$ cat src/rtl/imem_loader.sv
// Instruction memory loader: takes a length-prefixed big-endian byte stream
// and writes it as 32-bit words into instruction memory while the CPU is held.
module imem_loader #(
  parameter int ADDR_WIDTH = 10,
  parameter int MAX_WORDS  = 1 << ADDR_WIDTH
) (
  input  logic                  clk,
  input  logic                  reset,
  input  logic                  load_start,
  input  logic [7:0]            in_data,
  input  logic                  in_valid,
  output logic                  in_ready,
  output logic                  mem_we,
  output logic [ADDR_WIDTH-1:0] mem_addr,
  output logic [31:0]           mem_wdata,
  output logic                  cpu_hold,
  output logic                  done,
  output logic                  error,
  output logic [15:0]           words_loaded
);

  typedef enum logic [2:0] {
    IDLE,
    LEN_HI,
    LEN_LO,
    DATA,
    FLUSH,
    DONE,
    ERR
  } state_t;

  state_t                  state;
  state_t                  state_next;
  logic [7:0]              len_hi;
  logic [15:0]             last_idx;
  logic [1:0]              byte_cnt;
  logic [ADDR_WIDTH-1:0]   word_idx;
  logic [23:0]             shift;

  logic                    accept;
  logic [15:0]             len_full;
  logic                    len_bad;
  logic                    word_end;
  logic                    last_word;

  assign accept    = in_valid && in_ready;
  assign len_full  = {len_hi, in_data};
  assign len_bad   = (len_full == 16'd0) || (32'(len_full) > 32'(MAX_WORDS));
  assign word_end  = (byte_cnt == 2'd3);
  // last_idx is N-1, so the comparison is against the word being completed now
  assign last_word = (17'(word_idx) == {1'b0, last_idx});

  // State register
  always_ff @(posedge clk) begin
    if (reset) state <= IDLE;
    else       state <= state_next;
  end

  // Next-state logic and state-decoded handshake/hold/done outputs
  always_comb begin
    state_next = state;
    in_ready   = 1'b0;
    cpu_hold   = 1'b1;
    done       = 1'b0;
    case (state)
      IDLE: begin
        cpu_hold = 1'b0;
        if (load_start) state_next = LEN_HI;
      end
      LEN_HI: begin
        in_ready = 1'b1;
        if (accept) state_next = LEN_LO;
      end
      LEN_LO: begin
        in_ready = 1'b1;
        if (accept) state_next = len_bad ? ERR : DATA;
      end
      DATA: begin
        in_ready = 1'b1;
        if (accept && word_end && last_word) state_next = FLUSH;
      end
      FLUSH: state_next = DONE;
      DONE: begin
        cpu_hold   = 1'b0;
        done       = 1'b1;
        state_next = IDLE;
      end
      ERR: begin
        if (load_start) state_next = LEN_HI;
      end
      default: begin
        cpu_hold   = 1'b0;
        state_next = IDLE;
      end
    endcase
  end

  // Datapath: length capture, byte assembly, registered memory write and status
  always_ff @(posedge clk) begin
    if (reset) begin
      len_hi       <= '0;
      last_idx     <= '0;
      byte_cnt     <= '0;
      word_idx     <= '0;
      shift        <= '0;
      mem_we       <= 1'b0;
      mem_addr     <= '0;
      mem_wdata    <= '0;
      error        <= 1'b0;
      words_loaded <= '0;
    end else begin
      mem_we <= 1'b0;
      case (state)
        IDLE, ERR: begin
          if (load_start) begin
            error        <= 1'b0;
            words_loaded <= '0;
          end
        end
        LEN_HI: begin
          if (accept) len_hi <= in_data;
        end
        LEN_LO: begin
          if (accept) begin
            if (len_bad) begin
              error <= 1'b1;
            end else begin
              last_idx <= len_full - 16'd1;
              byte_cnt <= '0;
              word_idx <= '0;
              shift    <= '0;
            end
          end
        end
        DATA: begin
          if (accept) begin
            shift    <= {shift[15:0], in_data};
            byte_cnt <= byte_cnt + 2'd1;
            if (word_end) begin
              mem_we       <= 1'b1;
              mem_addr     <= word_idx;
              mem_wdata    <= {shift, in_data};
              word_idx     <= word_idx + 1'b1;
              words_loaded <= words_loaded + 16'd1;
            end
          end
        end
        default: ;
      endcase
    end
  end

endmodule
$ cat config.mk
export PLATFORM = sky130hd
export DESIGN_NAME = imem_loader
export DESIGN_NICKNAME = d
export VERILOG_FILES = /design/src/rtl/imem_loader.sv
export SDC_FILE = /design/constraint.sdc
export NUM_CORES = 1
export LEC_CHECK = 0
export ABC_AREA = 1
export BUFFER_PORTS_ARGS = -buffer_cell sky130_fd_sc_hd__buf_2
export CELL_PAD_IN_SITES_DETAIL_PLACEMENT = 1
export CELL_PAD_IN_SITES_GLOBAL_PLACEMENT = 2
export CORE_ASPECT_RATIO = 0.5
export CORE_MARGIN = 3
export CORE_UTILIZATION = 29
export DETAILED_ROUTE_END_ITERATION = 6
export PLACE_DENSITY_LB_ADDON = 0.1
export SLEW_MARGIN = 10
export SYNTH_ARGS = -nofsm -noshare
export SYNTH_HDL_FRONTEND = slang
export SYNTH_SLANG_ARGS = --single-unit
$ cat constraint.sdc
create_clock -name clk -period 1.43 [get_ports clk]
set_input_delay 0.286 -clock clk [delete_from_list [all_inputs] [get_ports clk]]
set_output_delay 0.286 -clock clk [all_outputs]
set_load 0.02 [all_outputs]
### Yosys cells after proc, flatten, opt, wreduce, memory -nomap -nowiden

Index checks and enable logic that the tools add are counted.

| storage, ports and cells | value |
|---|---|
| bits in registers | 123 |
| output and inout port bits | 63 |
| input port bits | 12 |
| word-level logic and storage cells | 87 |

| operators by class | value |
|---|---|
| eq/ne operators | 16 |
| $lt $le $gt $ge | 1 |
| reduce and logical (&&, ||, !) cells | 21 |
| multiplexer cells | 31 |
| $add $sub $neg | 4 |
| bitwise gates (word level) | 3 |

Operators by type and width:

| operator | count |
|---|---|
| 24-bit two-way mux | 3 |
| 16-bit two-way mux | 3 |
| 24-bit one-hot mux with 2 select lines | 1 |
| 10-bit two-way mux | 4 |
| 16-bit one-hot mux with 2 select lines | 1 |
| 10-bit one-hot mux with 2 select lines | 1 |
| 16-bit by 1-bit adder with 16-bit output (second input constant) | 1 |
| 10-bit by 16-bit == test with 1-bit output | 1 |
| 16-bit by 11-bit > comparator with 1-bit output (second input constant) | 1 |
| 16-bit zero test | 1 |
| 4-bit AND reduction | 4 |
| 16-bit by 1-bit subtractor with 16-bit output (second input constant) | 1 |
| 3-bit two-way mux | 5 |
| 3-bit one-hot mux with 5 select lines | 1 |
| 2-bit inequality test (second input constant) | 7 |
| 10-bit by 1-bit adder with 10-bit output (second input constant) | 1 |
| 3-bit == test (second input constant) | 3 |
| 1-bit two-way mux | 7 |
| 3-bit by 2-bit == test with 1-bit output (second input constant) | 2 |
| 2-bit two-way mux | 3 |
| 3-bit AND reduction | 2 |
| 2-bit nonzero test | 3 |
| 3-bit OR reduction | 2 |
| 5-bit AND reduction | 1 |
| other kinds (13) | 17 |

### Longest topological paths before layout

| depth | value |
|---|---|
| depth after elaboration | 8 |
| gate-level depth with buffers | 13 |
| gate-level depth less buffers | 12 |

### Worst setup path after synthesis

Ideal clock, no wire load.

| timing | value |
|---|---|
| path kind | reg2reg |
| start | reg words_loaded[0] |
| end | reg words_loaded[8] |
| cell stages (with the launch flop) | 7 |
| path slack | -0.200 ns |
| buffers on the path | 0 |
| period minus slack after synthesis | 1.630 ns |
| setup time | 0.124 ns |
| data arrival time | 1.506 ns |
| required time | 1.306 ns |
| cell sequence | dfxtp_1 -> ha_1 -> nand2_1 -> nor3b_1 -> nand2_1 -> o311ai_0 -> inv_1 |

| between the ends | value |
|---|---|
| cells in the longest elaborated chain, start to end | 4 |

Ends and longest elaborated chain:

| item | RTL line | source |
|---|---|---|
| start, declared | 19 | `output logic [15:0] words_loaded` |
| start signal, assigned | 144 | `words_loaded <= words_loaded + 16'd1;` |
| 16-bit by 1-bit adder with 16-bit output | 144 |  |
| 16-bit two-way mux | 139 | `if (word_end) begin` |
| 16-bit two-way mux | 136 | `if (accept) begin` |
| 16-bit one-hot mux with 2 select lines | 113 | `case (state)` |

No other way between the ends. The select of a mux whose other input is x is not followed.
A chain may end at the register's enable or synchronous reset.

### Worst setup path after layout

| timing | value |
|---|---|
| start | reg len_hi[3] |
| end | reg word_idx[2] |

| between the ends | value |
|---|---|
| cells in the longest elaborated chain, start to end | 4 |
| elaborated cells between the ends (all ways) | 5 |
| classes of those cells | order compare: 1; eq/ne: 1; reduce/logical: 3 |

Ends and longest elaborated chain:

| item | RTL line | source |
|---|---|---|
| start, declared | 34 | `logic [7:0] len_hi;` |
| start signal, assigned | 121 | `if (accept) len_hi <= in_data;` |
| 16-bit by 11-bit > comparator with 1-bit output or 16-bit zero test (tied branches) | 48 | `assign len_bad = (len_full == 16'd0) \|\| (32'(len_full) > 32'(MAX_WORDS));` |
| 1-bit logical OR (*) | 48 |  |
| 2-bit inequality test (no line) (*) | -- |  |
| 5-bit AND reduction (no line) (*) | -- |  |
| end signal, assigned | 143 | `word_idx <= word_idx + 1'b1;` |
| end, declared | 37 | `logic [ADDR_WIDTH-1:0] word_idx;` |

Every way passes the cells marked *; elsewhere a longest branch is shown, timed or not.

==> results.yml <==
grt:
  grt_pass1_vias: 5859
  grt_max_degree: 44
  overflow: 0
  grt_use_total: 0.188
  antenna_found_initial: 0
  grt_pass1_wl_um: 31400
logic_synthesis:
  ys_ff_latch: 123
  post-synth-top-count-cell: "nand2_1"
  synth_fp_nets: 781
  synth_area_leader_cell: "dfxtp_1"
  yosys-top-cells-area: "dfxtp_1, nand2_1, a21oi_1"
  syn-instance-count: 764
  synth_cell_types: 37
  synth.top_cells.by_count: "nand2_1, dfxtp_1, nor2_1"
  synth_top_area_frac: 0.444
  ys_seq_area_frac: 0.444
  synth_flop_cell: "dfxtp_1"
  netlist_area_um2: 5550
  yosys_warnings: 0
  avgSynthCellArea_um2: 7.26
  synth-edff-count: 0
  async_reset_ff_frac: 0
cts:
  tritoncts: "done"
  htree_levels: 4
  root_buffer: "clkbuf_16"
  clkSinkCount: 123
  clkTransAtPathRegs_ps: 60
  cts_buffers: 17
  clk_latency_ps: 430
  clockBufferDepth: 2
route:
  antenna_left: 0
  drt_iter0_drc: 250
  wl_um: 20500
  drc: 0
  vias_per_cell: 4.83
  firstDrtPassIters: 4
  vias: 5908
  wl_per_cell_um: 16.8
worst_setup_path:
  path_max_fanout: 8
  worstPathArrival_ps: 1980
  crit_slowest_cell: "dfxtp_2"
  max_stage_delay_ps: 320
  cp.required_ps: 1750
  path_class: "register to register"
  crit_chain: "or2_1 > or2_1 > nand2_2 > nand2_4 > nand2_4 > buf_12 > buf_12 > nand4_1 > nand2_1 > nor2_1"
  end_kind: "register"
  cp-start-kind: "register"
timing:
  period_minus_slack_ps: 1660
  setup_tns_ps: -14760
  period_share: 1.16
  grt_setup_unrepaired: "true"
  worst_slew_pin_slew_ps: 407
  slew_headroom: 0.727
  hold_viol_final: 0
  slew_viol_final: 0
  finalSetupViolations: 115
  clock_skew_ps: 10.0
  setup_ws_ps: -228
  clock.fmax_mhz: 603
power:
  peakVddDrop_v: 0.000978
  cellLeakagePower_uw: 0.00387
  p_per_area_nw_per_um2: 1460
floorplan:
  die_w_um: 202
  rows: 35
  start_util: 0.299
  die_h_um: 104
  core-area_um2: 18600
  io_pins: 75
  die_area_um2: 20900
finish:
  finalNetCount: 969
  drive_above_1_share: 0.452
  final_cell_count_no_fill: 1223
  n_antenna_cell: 0
  syn_to_final_growth_pct: 59.5
placed_design:
  place_congestion: 0.802
  port_buffers: 74
  dp_hpwl_um: 13500
  place_inst: 1162
outcome:
  status: "finished with violations"
  failed_checks: "setup timing"
hold_path:
  hp-class: "input pin to register"
job:
  maxCapViolations: 0
## worst paths after layout
check | slack, ps | end | startpoint | cells past startpoint
worst min register to register | 470 | last_idx[9] | last_idx[9] | 2
worst min-delay path | 180 | shift[14] | reset | 2
worst max register to register | -230 | word_idx[2] | len_hi[3] | 10
worst max-delay path | -230 | word_idx[2] | len_hi[3] | 10
## sequential cells by signal, summed over array words and instances (netlist names)
signal	cells
shift	24
mem_we	1
mem_wdata	32
byte_cnt	2
last_idx	16
state	3
error	1
mem_addr	10
word_idx	10
words_loaded	16
len_hi	8
## where the power goes
group	internal [µW]	switching, µW
Sequential	3720	263
Clock	2730	1750
Combinational	1910	2520
Total	8360	4530
## critical path: cells and delay by family (launching register included)
family	cells	cell delay (ps)
and+or+nand+nor	8	1000
buffers and inverters	2	240
DFF	1	320
## placed cells by master, fill, tap and decap left out, types with 5 or more instances in the layout
cell type   netlist  final
o21ai_2           0     23
buf_12            0     14
a21oi_2           0     32
buf_2             9     72
nor2_2            4     12
nand2_4           5     28
inv_2             4      5
xor2_1            8      8
o21ai_0          55     22
nor2_1           78     61
a21oi_1          76     42
inv_1            66     58
nand2_2           3     32
nand3_4           3      6
nor2_4            3     12
nor3_1           10      5
dfxtp_2           0     13
buf_6             4     20
buf_4             0     93
clkbuf_16         0     20
dfxtp_1         123    107
nand3_1          49     43
o21ai_1           6     14
clkinvlp_4        0      5
nand2_1         174    118
nand4_1          38     38
## per-layer routing
| metal | up-vias | routed length (µm) | global-route usage |
|---|---|---|---|
| li1 | 2907 | - | - |
| met1 | 2911 | 10200 | 0.262 |
| met2 | 72 | 9460 | 0.295 |
| met3 | 18 | 553 | 0.0418 |
| met4 | 0 | 251 | 0.0462 |
| met5 | - | 0 | 0 |
## logic make-up after synthesis
| kind of cell | share of synthesized area |
|---|---|
| buffers and inverters | 0.0812 |
| and+or+nand+nor | 0.319 |
| AOI/OAI and AO/OA | 0.132 |
| xor gates and xnor gates | 0.0126 |
| adders and majority gates | 0.0113 |
| DFF | 0.444 |
## per-stage QoR
stage | total power (µW) | util | cell area (µm²) | hold WS [ps] | setup slack (ps)
after floorplan | 5820 | - | 5600 | 425 | -40.9
after global placement | 7150 | 0.375 | 6970 | 447 | -362
after detailed placement | 7180 | 0.375 | 6970 | 455 | -431
after CTS | 12200 | 0.431 | 8000 | 178 | -185
after global routing | 13600 | 0.477 | 8850 | 199 | -318
final | 12900 | 0.477 | 8850 | 184 | -228
## layout make-up
class,count,area [µm²]
Fill cell,2229,9710
Multi-Input combinational cell,536,3460
Sequential cell,123,2490
Timing Repair Buffer,203,1670
Clock buffer,17,425
Tap cell,259,324
Inverter,71,314
Clock inverter,14,173
## timing repair
action                                 in CTS  in global routing
endpoints found under the hold margin       0                  0
hold buffers                                0                  0
buffers inserted                           12                 13
cloned                                      3                  6
setup endpoints to repair                 117                127
pin swaps                                  15                 42
resized for setup                         102                196
(Power assumes the default switching activity.)
